==> src/rtl/lemming_world.sv <==
// lemming_world: terrain bitmap and lemming position model driving the lemming walker FSM.
module lemming_world #(
    parameter int WIDTH      = 16,
    parameter int DEPTH      = 8,
    parameter int DIG_CYCLES = 4,
    localparam int XW = $clog2(WIDTH),
    localparam int YW = $clog2(DEPTH),
    localparam int CW = DIG_CYCLES > 1 ? $clog2(DIG_CYCLES) : 1
) (
    input  logic          clk,
    input  logic          areset_n,
    input  logic          run,
    input  logic          load_en,
    input  logic [YW-1:0] load_row,
    input  logic [WIDTH-1:0] load_data,
    input  logic          restart,
    input  logic [XW-1:0] init_x,
    input  logic [YW-1:0] init_y,
    input  logic          dig_cmd,
    input  logic          walk_left,
    input  logic          walk_right,
    input  logic          aaah,
    input  logic          digging,
    output logic          ground,
    output logic          bump_left,
    output logic          bump_right,
    output logic          dig,
    output logic [XW-1:0] pos_x,
    output logic [YW-1:0] pos_y,
    output logic [7:0]    fall_rows,
    output logic          proto_err
);
    logic [DEPTH-1:0][WIDTH-1:0] map;
    logic [CW-1:0] dig_cnt;
    logic dig_pending;
    logic [YW-1:0] y_dn;
    logic floor_row;
    logic multi;
    logic [3:0] w;

    assign w         = {walk_left, walk_right, aaah, digging};
    assign multi     = $countones(w) > 1;
    assign y_dn      = pos_y + 1'b1;
    assign floor_row = pos_y == YW'(DEPTH - 1);
    // Edge terms short-circuit the wrapped neighbour index so it is never meaningful at a boundary.
    assign ground     = floor_row | map[y_dn][pos_x];
    assign bump_left  = (pos_x == '0) | map[pos_y][pos_x - 1'b1];
    assign bump_right = (pos_x == XW'(WIDTH - 1)) | map[pos_y][pos_x + 1'b1];
    assign dig        = dig_pending;

    always_ff @(posedge clk or negedge areset_n) begin
        if (!areset_n) begin
            map         <= '0;
            pos_x       <= '0;
            pos_y       <= '0;
            fall_rows   <= '0;
            dig_cnt     <= '0;
            dig_pending <= 1'b0;
            proto_err   <= 1'b0;
        end else begin
            if (!run && load_en)
                map[load_row] <= load_data;
            if (dig_cmd)
                dig_pending <= 1'b1;
            else if (restart || (run && (digging || aaah)))
                dig_pending <= 1'b0;
            if (run && multi)
                proto_err <= 1'b1;
            if (restart) begin
                pos_x     <= init_x;
                pos_y     <= init_y;
                fall_rows <= '0;
                dig_cnt   <= '0;
            end else if (run) begin
                dig_cnt   <= '0;
                fall_rows <= '0;
                case (w)
                    4'b1000: if (!bump_left) pos_x <= pos_x - 1'b1;
                    4'b0100: if (!bump_right) pos_x <= pos_x + 1'b1;
                    4'b0010: begin
                        fall_rows <= fall_rows;
                        if (!ground) begin
                            pos_y     <= y_dn;
                            fall_rows <= fall_rows + {7'd0, fall_rows != 8'hFF};
                        end
                    end
                    4'b0001: if (ground && !floor_row) begin
                        if (dig_cnt == CW'(DIG_CYCLES - 1))
                            map[y_dn][pos_x] <= 1'b0;
                        else
                            dig_cnt <= dig_cnt + 1'b1;
                    end
                    4'b0000: begin
                        dig_cnt   <= dig_cnt;
                        fall_rows <= fall_rows;
                    end
                    default: ;
                endcase
            end
        end
    end
endmodule

==> config.mk <==
export PLATFORM = sky130hd
export DESIGN_NAME = lemming_world
export DESIGN_NICKNAME = d
export VERILOG_FILES = /design/src/rtl/lemming_world.sv
export SDC_FILE = /design/constraint.sdc
export NUM_CORES = 1
export LEC_CHECK = 0
export CAP_MARGIN = 20
export CORE_MARGIN = 4
export CORE_UTILIZATION = 45
export CTS_CLUSTER_SIZE = 12
export DETAILED_ROUTE_END_ITERATION = 8
export PLACE_DENSITY = 0.68
export SLEW_MARGIN = 20
export SYNTH_ARGS = -nofsm -noshare
export SYNTH_HDL_FRONTEND = slang
export SYNTH_SLANG_ARGS = --single-unit
==> constraint.sdc <==
create_clock -name clk -period 6.8 [get_ports clk]
set_clock_uncertainty 0.2 [all_clocks]
set_input_delay 1.36 -clock clk [delete_from_list [all_inputs] [get_ports clk]]
set_output_delay 1.36 -clock clk [all_outputs]
set_load 0.1 [all_outputs]
==> run summary, run 1 <==
The count of final setup violators is 0. TritonCTS built the clock tree. The area added between synthesis and finish came out at 12.37%. The summed negative setup slack over all endpoints is 0 ps. The placed standard-cell area came out at 10,200 um^2. The max-slew violation count was 0. The clock insertion delay at the later pin of the skew report came out at 440 ps. After synthesis, the largest area contributor takes up 38.44% of total cell area. The via count of the first global-routing pass was just under 8,000. In the layout the commonest cells are sky130_fd_sc_hd__mux2i_1 (155), sky130_fd_sc_hd__dfrtp_1 (146), sky130_fd_sc_hd__a21oi_1 (140), sky130_fd_sc_hd__clkdlybuf4s50_1 (52), sky130_fd_sc_hd__nand2_1 (48). In the synthesized netlist, the number of instances is ~900. The register bit total from synthesis came out at 147.

The routed design uses 2715 um of met3 wire. The number of antenna violations at the first check in global routing is 0. The number of cell rows is 53. The combined area of all synthesized cells came out at 9570 um^2. The static power due to leakage came out at 4.688 nW. After routing the design area is 10,750 um^2. Once detail routing completed, the nets flagged for antenna violations numbered 0. For this run, the leading register cell type out of synthesis is sky130_fd_sc_hd__dfrtp_1. The post-route total power came out at 3.251 mW.

The critical path is of the flop to output port type. Fill cells in the final layout number 1,918. The clock transition at the registers of the reported paths is 70 ps. The proportion of layout cells with a drive suffix above 1 is 14.69%. The worst setup path is launched from a flop. The number of antenna cells inserted is 0. The synthesized design spends more area on one cell type than any other, namely sky130_fd_sc_hd__dfrtp_1. For this configuration, the core starts out at a cell density of 45.67%. The final-report hold violation count came to 0. The number of primary I/O pins came out at 56.

The share of synthesized flip-flops with an asynchronous set or reset came out at 100.0%. The half-perimeter wire length after placement came out at around 20,000 um. CTS built an H-tree with a depth of 4.

Setup repair after global routing left no endpoint under its margin. Yosys mapped the design onto 71 distinct sky130hd cell types. In the final design database the tool counted 955 nets. The leading cell type in the layout, fill and taps excluded is sky130_fd_sc_hd__mux2i_1. The number of clock buffers added by TritonCTS is 17. The root buffer cell chosen for the clock tree is sky130_fd_sc_hd__clkbuf_16. The post-synthesis net count is about 950.

The congestion estimate from routability-driven global placement came to 0.9250. The type of the tightest min-delay check is flop to flop. The max capacitance violation total came out at 0. The Yosys step of the flow raised 0 warnings. The number of input and output port buffers inserted is 55. The synthesized area per cell is 10.65 um^2.

No sink is reached through more buffers than the 2 on the longest clock path. Ranked by total cell area, the synthesized netlist is headed by sky130_fd_sc_hd__dfrtp_1 (38%), sky130_fd_sc_hd__mux2i_1 (16%), sky130_fd_sc_hd__mux4_2 (11%). The global-route total usage across every layer came out at 25.80%.

The routed design has about 30,000 um of wire. The first-pass detailed-route iteration total came out at 5. The number of hold buffers added after CTS came out at 0. The post-cts gate resize count came out at 0. In this run the post-CTS setup repair buffer count came out at 0. The largest fanout on the critical path is 15. The detailed router used layers up to and including met4. The die width came out at ~150 um. The final critical path time including I/O delays and setup is around 6200 ps. Data arrives at the worst endpoint at about 4600 ps. The average wire length per cell after detail routing came out at 25.54 um. In this run the vertical extent of the chip is 153.8 um.

In this run, the number of DRC markers left after iteration 0 of detailed routing was 894. The worst setup path is captured at an output port. The portion of the clock cycle consumed by the worst path in the final layout is 90.67%. The wire length of the first global-routing pass is 47,270 um. Entering global routing, the biggest net connects ~110 pins.

The die covers approximately 24,000 um^2. The placeable core region is 20,960 um^2. After synthesis, flip-flops and latches occupy 38.44% of the total area.

The relative slew slack is 21.89%. The required time of the critical path is 5240 ps. After detailed routing, the wire length on met1 is 13,010 um. The number of remaining DRC errors is 0. The mean number of vias per cell came out at 6.660. The via total after detailed routing came out at 7,952.

The maximum clock frequency came out at 162.2 MHz. The wire length on met2 came out at 13,850 um. The peak ir drop on the vdd network came out at roughly 130 uV. Summed over all layers, the global routing overflow is 0. The slew at the pin closest to its max-slew limit is 1172 ps.

The run finished with clean final reports. The total power per unit cell area is 302.3 nW/um^2. The count of flip-flops with a built-in enable after synthesis is 0.

For this design, the sink count on the clock tree is approximately 150.
==> synthesized netlist by cell type (6+ instances only) <==
library cell	count
sky130_fd_sc_hd__a21oi_1	140
sky130_fd_sc_hd__nand2b_1	8
sky130_fd_sc_hd__mux2_2	21
sky130_fd_sc_hd__a221oi_1	7
sky130_fd_sc_hd__mux4_2	45
sky130_fd_sc_hd__inv_1	8
sky130_fd_sc_hd__and3_1	15
sky130_fd_sc_hd__nand3b_1	6
sky130_fd_sc_hd__and2_1	7
sky130_fd_sc_hd__clkbuf_1	31
sky130_fd_sc_hd__buf_1	19
sky130_fd_sc_hd__nand2_1	48
sky130_fd_sc_hd__buf_4	13
sky130_fd_sc_hd__ha_1	12
sky130_fd_sc_hd__o21ai_0	11
sky130_fd_sc_hd__a22oi_1	9
sky130_fd_sc_hd__nor2_1	41
sky130_fd_sc_hd__buf_2	16
sky130_fd_sc_hd__mux2i_1	155
sky130_fd_sc_hd__nand3_1	10
sky130_fd_sc_hd__dfrtp_1	147
sky130_fd_sc_hd__nor3_1	12
sky130_fd_sc_hd__o22ai_1	7
==> stage by stage <==
| stage | setup slack [ps] | utilization (%) | cells | hold WS (ps) |
|---|---|---|---|---|
| 2_1_floorplan | 1454 | - | 899 | 257.4 |
| 5_1_grt | 444.8 | 51.32 | 1194 | 277.0 |
| 3_5_place_dp | 1188 | 48.69 | 1162 | 249.2 |
| 6_report | 634.6 | 51.32 | 1194 | 258.4 |
| 4_1_cts | 718.3 | 51.32 | 1194 | 264.3 |
| 3_3_place_gp | 1380 | 48.69 | 1162 | 240.5 |
==> layer usage <==
layer	global-route usage (%)	vias up
met5	0	-
met4	8.410	0
met3	6.699	74
met2	39.09	453
met1	36.45	4014
li1	-	3411
==> power by group <==
part / internal (mW) / switching (mW)
Clock: 0.476 / 0.418
Combinational: 0.479 / 0.631
Sequential: 1.06 / 0.186
Total: 2.02 / 1.24
==> logic make-up after synthesis <==
| family | share of synthesized area (%) |
|---|---|
| xor gates and xnor gates | 0.3660 |
| AOI/OAI and AO/OA | 15.48 |
| and+or+nand+nor | 9.557 |
| DFF | 38.44 |
| buffers and inverters | 4.876 |
| muxes | 29.51 |
| adders and majority gates | 1.778 |
==> cell type report <==
cell class | count | area, um^2 | area share (%)
Multi-Input combinational cell | 656 | 5448 | 50.66
Sequential cell | 147 | 3680 | 34.22
Timing Repair Buffer | 72 | 686.9 | 6.387
Clock buffer | 18 | 429.2 | 3.991
Tap cell | 275 | 344.1 | 3.200
Clock inverter | 14 | 121.4 | 1.129
Inverter | 12 | 45.04 | 0.4188
==> worst paths after layout <==
check                              to      start  slack (ps)  cells past startpoint
max                        bump_right   pos_x[1]         630                      9
min                         proto_err  proto_err         260                      1
max reg2reg                    map[6]   pos_y[1]        1700                     12
min reg2reg                 proto_err  proto_err         260                      1
max in group asynchronous    pos_y[1]   areset_n        4380                      2
min in group asynchronous     map[24]   areset_n         830                      1
==> critical path, cell delays in order (launching register included) <==
cell                              delay (ps)
sky130_fd_sc_hd__dfrtp_1                 750
sky130_fd_sc_hd__clkinv_1                530
sky130_fd_sc_hd__ha_1                    670
sky130_fd_sc_hd__inv_1                   210
sky130_fd_sc_hd__nand2_1                 150
sky130_fd_sc_hd__o22ai_1                 110
sky130_fd_sc_hd__o21ai_0                 200
sky130_fd_sc_hd__o311a_1                 270
sky130_fd_sc_hd__and2_1                  150
sky130_fd_sc_hd__clkdlybuf4s50_1        1130
==> registers in the layout, indices dropped and copies added (netlist names) <==
| name | count |
|---|---|
| map | 128 |
| fall_rows | 8 |
| pos_x | 4 |
| pos_y | 3 |
| dig_cnt | 2 |
| dig | 1 |
| proto_err | 1 |
(Power assumes the default switching activity.)
==> inputs of run 2 (changes only) <==
Settings changed: HOLD_SLACK_MARGIN set to 0.15.
==> results of run 2 <==
Same layout as run 1: the final DEF is identical, and so are final timing and power.
==> inputs of run 3 (changes only) <==
Settings changed: ABC_AREA set to 1.
==> run 3 against run 2 <==
  * Worst hold slack improved by 30 ps
  * Non-clock buffer count rose by 2
  * Wire length up 20%
  * Core utilization down 0.40 points
  * Synthesized cell count increased by 86%
  * Clock power up 17%
  * Sequential share of layout area decreased by 3.3 points
  * Critical path type unchanged
  * Largest power group is now combinational cells
==> run summary, run 3 <==
The number of clock buffers inserted by TritonCTS is 17 (unchanged). The die height is 162.0 um (+5.3%). The average wire length per cell after detail routing came to 18.27 um (-28%). The area of the multi-input gates came to 5445 um^2 (about the same). In this run the clock root is driven by a sky130_fd_sc_hd__clkbuf_16. The residual overflow from global routing was 0 (unchanged). The number of antenna violations at the first check in global routing came to 0 (unchanged). The half-perimeter wire length after placement is 23,430 um (+20%). The number of nets still failing antenna checks after routing came out at 0 (unchanged). The placeable core region came out at 23,400 um^2 (+12%).

The global-route total usage across every layer is 28.11% (+2.3 points). The placed standard-cell area came to 11,270 um^2 (+10%). The sum of routed wire length over all layers is 36,670 um (+20%).

The number of input and output port buffers inserted was 55 (unchanged). The clock transition at the registers of the reported paths is 60 ps (about the same). The peak ir drop on the vdd network came out at 242.2 uV (+82%). The count of cell types in the netlist was 41 (-42%). Sorting the synthesized cells by how often they occur yields sky130_fd_sc_hd__nand2_1 (519), sky130_fd_sc_hd__inv_1 (276), sky130_fd_sc_hd__o21ai_0 (195). The CTS tree is yes. The wire length of the first global-routing pass came out at 57,520 um (+22%).

The library cell used most frequently in the layout, excluding fill and tap cells, is sky130_fd_sc_hd__nand2_1. The worst-path cell with the longest stage delay is sky130_fd_sc_hd__ha_1. The switching power is 1.831 mW (+48%). The top cell types in the final layout, fill and taps aside, are sky130_fd_sc_hd__nand2_1 (519), sky130_fd_sc_hd__inv_1 (276), sky130_fd_sc_hd__o21ai_0 (195), sky130_fd_sc_hd__dfrtp_1 (146), sky130_fd_sc_hd__nand3_1 (143). The count of final setup violators came out at 0 (unchanged). The maximum number of pins on one net before global-route repair is 96 (-9.4%).

The portion of the clock cycle consumed by the worst path in the final layout was 86.98% (-3.7 points). STA classifies the critical path endpoint as an output port. The overall die area came to 26,230 um^2 (+11%). The post-synthesis net count is 1,721 (+82%). The largest fanout on the critical path is 20 (+5). The post-cts gate resize count is 0 (unchanged).

The largest registers in the layout are map x128, fall_rows x8, pos_x x4. The switching part of the total power is 45.96% (+8.0 points). The internal power contribution came to 2.153 mW (+6.8%). The required time of the critical path came out at 5240 ps (about the same). By instance count, the cell type seen most on the critical path is sky130_fd_sc_hd__nand2_1. The share of the yosys chip area belonging to registers is 34.49% (-3.9 points).

The max-slew violation count came to 0 (unchanged). The slew at the pin closest to its max-slew limit is 995.2 ps (-176.5 ps). The combined area of all synthesized cells is 10,670 um^2 (+11%). The number of cells produced by synthesis is 1,672 (+86%). The post-route total power came out at 3.985 mW (+23%).

The category of the most critical setup path is flop to output port. The final-report hold violation count is 0 (unchanged). The fill cell instance count of the final layout was 2,405 (+25%). The family of cells with the greatest summed delay on the critical path is simple AND/OR/NAND/NOR gates. The worst path setup slack after routing is 885.3 ps (+250.7 ps). The clock net sink count came to 147 (unchanged). The number of remaining DRC errors is 0 (unchanged). The die width came out at 162.0 um (+5.3%). The number of cell rows is 56 (+5.7%). The path with the worst hold slack has its endpoint at proto_err. The synthesized area per cell came out at 6.379 um^2 (-40%).

The number of buffers on the longest clock path came out at 2 (unchanged). The effective utilization at floorplan is 45.57% (-0.098 points). The final cell area excluding filler cells came to 11,920 um^2 (+11%). The fraction of the core area covered by cells at the end of the flow is 50.92% (-0.40 points).

The worst setup path is launched from a flop. The share of synthesized flip-flops with an asynchronous set or reset is 100.0% (unchanged). The count of nets after finishing came out at 1,724 (+81%). The register bit total from synthesis was 147 (unchanged). The relative slew slack came out at 33.44% (+12 points). The beginning of the worst hold path is proto_err. The number of primary I/O pins is 56 (unchanged). The fraction of synthesized cell area taken by the top area cell type came out at 34.49% (-3.9 points). The summed negative setup slack over all endpoints came out at 0 ps (unchanged). The largest total area in the synthesized netlist belongs to sky130_fd_sc_hd__dfrtp_1. The launch point of the worst reg-to-reg path is pos_y[0]. The mean number of vias per cell came to 5.524 (-17%). The number of warnings issued by yosys was 0 (unchanged). The flow ran to the end, and the final reports show no timing, DRC or antenna violations. The buffers inserted during post-CTS setup optimization is 0 (unchanged). The post-placement worst setup slack came out at 1492 ps (+303.9 ps). The global placer's final weighted congestion is 0.9138 (-1.2%). The count of cells along the worst register-to-register path is 15 (+3).

The endpoint of the lowest-slack register-to-register path is map[20]. The max capacitance violation total is 0 (unchanged). The total power per unit cell area is 334.4 nW/um^2 (+11%).

The clock insertion delay at the later pin of the skew report was 430 ps (about the same). The H-tree level count was 4 (unchanged). The count of flip-flops with a built-in enable after synthesis came out at 0 (unchanged). The static power due to leakage came out at 5.883 nW (+26%). The storage element area is 3682 um^2 (about the same). The maximum clock frequency came out at 169.1 MHz (+4.2%). The worst hold path belongs to the class flop to flop.

The number of hold buffers added after CTS was 0 (unchanged). The number of violations reported at the end of detailed-routing iteration 0 is 1,385 (+55%). The number of antenna cells inserted came out at 0 (unchanged). The proportion of layout cells with a drive suffix above 1 is 5.036% (-9.7 points).

The combined buffer and inverter count along the critical path is 3 (unchanged). The clock share of power was 26.3% (-1.2 points). The via count of the first global-routing pass is 10,180 (+31%). The via total after detailed routing is 11,090 (+39%).

The critical path goes through ha_1 -> ha_1 -> inv_1 -> nand3_1 -> inv_1 -> a21oi_1 -> nand3_1 -> nand3_1 -> nand2_1 -> nand2_1 -> nand2_1 -> nor2_2 -> nand2_1 -> buf_4. The flip-flop count of the largest register after layout is 128 (unchanged). The logic gate share of total power came to 44.3% (+10 points).

In the synthesized netlist the dominant register cell turns out to be sky130_fd_sc_hd__dfrtp_1. Setup repair after global routing left no endpoint under its margin. Yosys instantiated no cell more often than sky130_fd_sc_hd__nand2_1. The number of cells on the worst hold path is 1 (unchanged). The longest individual stage delay on the worst path is 560 ps (-570 ps). The data arrival at the endpoint of the critical path came to 4350 ps (-260 ps).

The first-pass detailed-route iteration total came to 6 (+1). The final critical path time including I/O delays and setup is 5915 ps (-250.7 ps). Compared with the post-synthesis result, the final layout area differs by 11.73%.

The register with the most flip-flops in the final layout is map. Ranked by total cell area, the synthesized netlist is headed by sky130_fd_sc_hd__dfrtp_1 (34%), sky130_fd_sc_hd__nand2_1 (18%), sky130_fd_sc_hd__inv_1 (9.7%). The setup slack on the worst flop-to-flop path came out at 1920 ps (+220 ps).

The power share of the sequential group is 29.4% (-8.9 points).
-- run 3: cell count changes in the layout (fill, tap and decap cells not counted), sizes merged, moves of 15 or more --
cell / before / now
nor2: 41 / 59
nand3: 10 / 151
mux2i: 155 / 0
a21oi: 140 / 15
o21ai: 13 / 300
and3: 15 / 0
inv: 16 / 283
o211ai: 4 / 21
o22ai: 7 / 27
mux4: 45 / 0
nand2: 48 / 522
mux2: 23 / 0
-- run 3: final cells by class --
type                            count  share of cell area [%]
Multi-Input combinational cell   1151                   45.70
Timing Repair Buffer               74                   5.743
Clock buffer                       24                   4.126
Sequential cell                   147                   30.90
Clock inverter                      8                   1.239
Tap cell                          319                   3.349
Inverter                          284                   8.946
-- run 3: cells by family after synthesis --
group,after synthesis,share of synthesized area (%)
DFF,147,34.49
AOI/OAI and AO/OA,367,18.41
and+or+nand+nor,764,30.21
adders and majority gates,13,1.595
xor gates and xnor gates,7,0.5749
buffers and inverters,374,14.72
-- run 3: metrics by stage --
stage                     hold slack, ps  cells
final                              288.5   2007
after global routing               320.3   2007
after CTS                          299.8   2006
after detailed placement           276.3   1974
after global placement             275.7   1974
after floorplan                    262.7   1672
-- run 3: worst max path at each step --
stage,from,end,slack (ps),cells past startpoint
global route,pos_y[0],ground,570,14
detailed placement,pos_y[0],ground,1490,14
global placement,pos_y[0],ground,1620,14
finish,pos_y[0],ground,890,14
floorplan,pos_y[1],ground,1870,15
CTS,pos_y[0],ground,990,14
-- run 3: worst reg2reg max path: stages (launching register included) --
cell and delay, ps:
sky130_fd_sc_hd__dfrtp_4 510, sky130_fd_sc_hd__ha_1 210, sky130_fd_sc_hd__ha_1 560, sky130_fd_sc_hd__inv_1 190, sky130_fd_sc_hd__nand3_1 490, sky130_fd_sc_hd__inv_1 550, sky130_fd_sc_hd__a21oi_1 340, sky130_fd_sc_hd__nand3_1 110
sky130_fd_sc_hd__nand3_1 110, sky130_fd_sc_hd__nand2_1 70, sky130_fd_sc_hd__nand2_1 50, sky130_fd_sc_hd__nand2_1 130, sky130_fd_sc_hd__o21ai_4 180, sky130_fd_sc_hd__buf_4 760, sky130_fd_sc_hd__o21ai_0 250, sky130_fd_sc_hd__inv_1 90
-- run 3: power by group through the flow --
stage | combinational [mW] | clock [mW] | sequential (mW)
floorplan | 1.30 | 0 | 1.21
global placement | 1.72 | 0 | 1.18
detailed placement | 1.74 | 0 | 1.18
CTS | 1.74 | 1.05 | 1.17
global route | 1.93 | 1.09 | 1.19
finish | 1.76 | 1.05 | 1.17
-- run 3: metal layers --
layer	up-vias	global-route usage, %	part of all wire [%]	routed length (um)
met5	-	0	0	0
met4	0	10.80	3.7	1348
met2	540	45.64	46	16960
met3	100	4.136	8.7	3181
li1	5301	-	-	-
met1	5146	38.14	41	15180
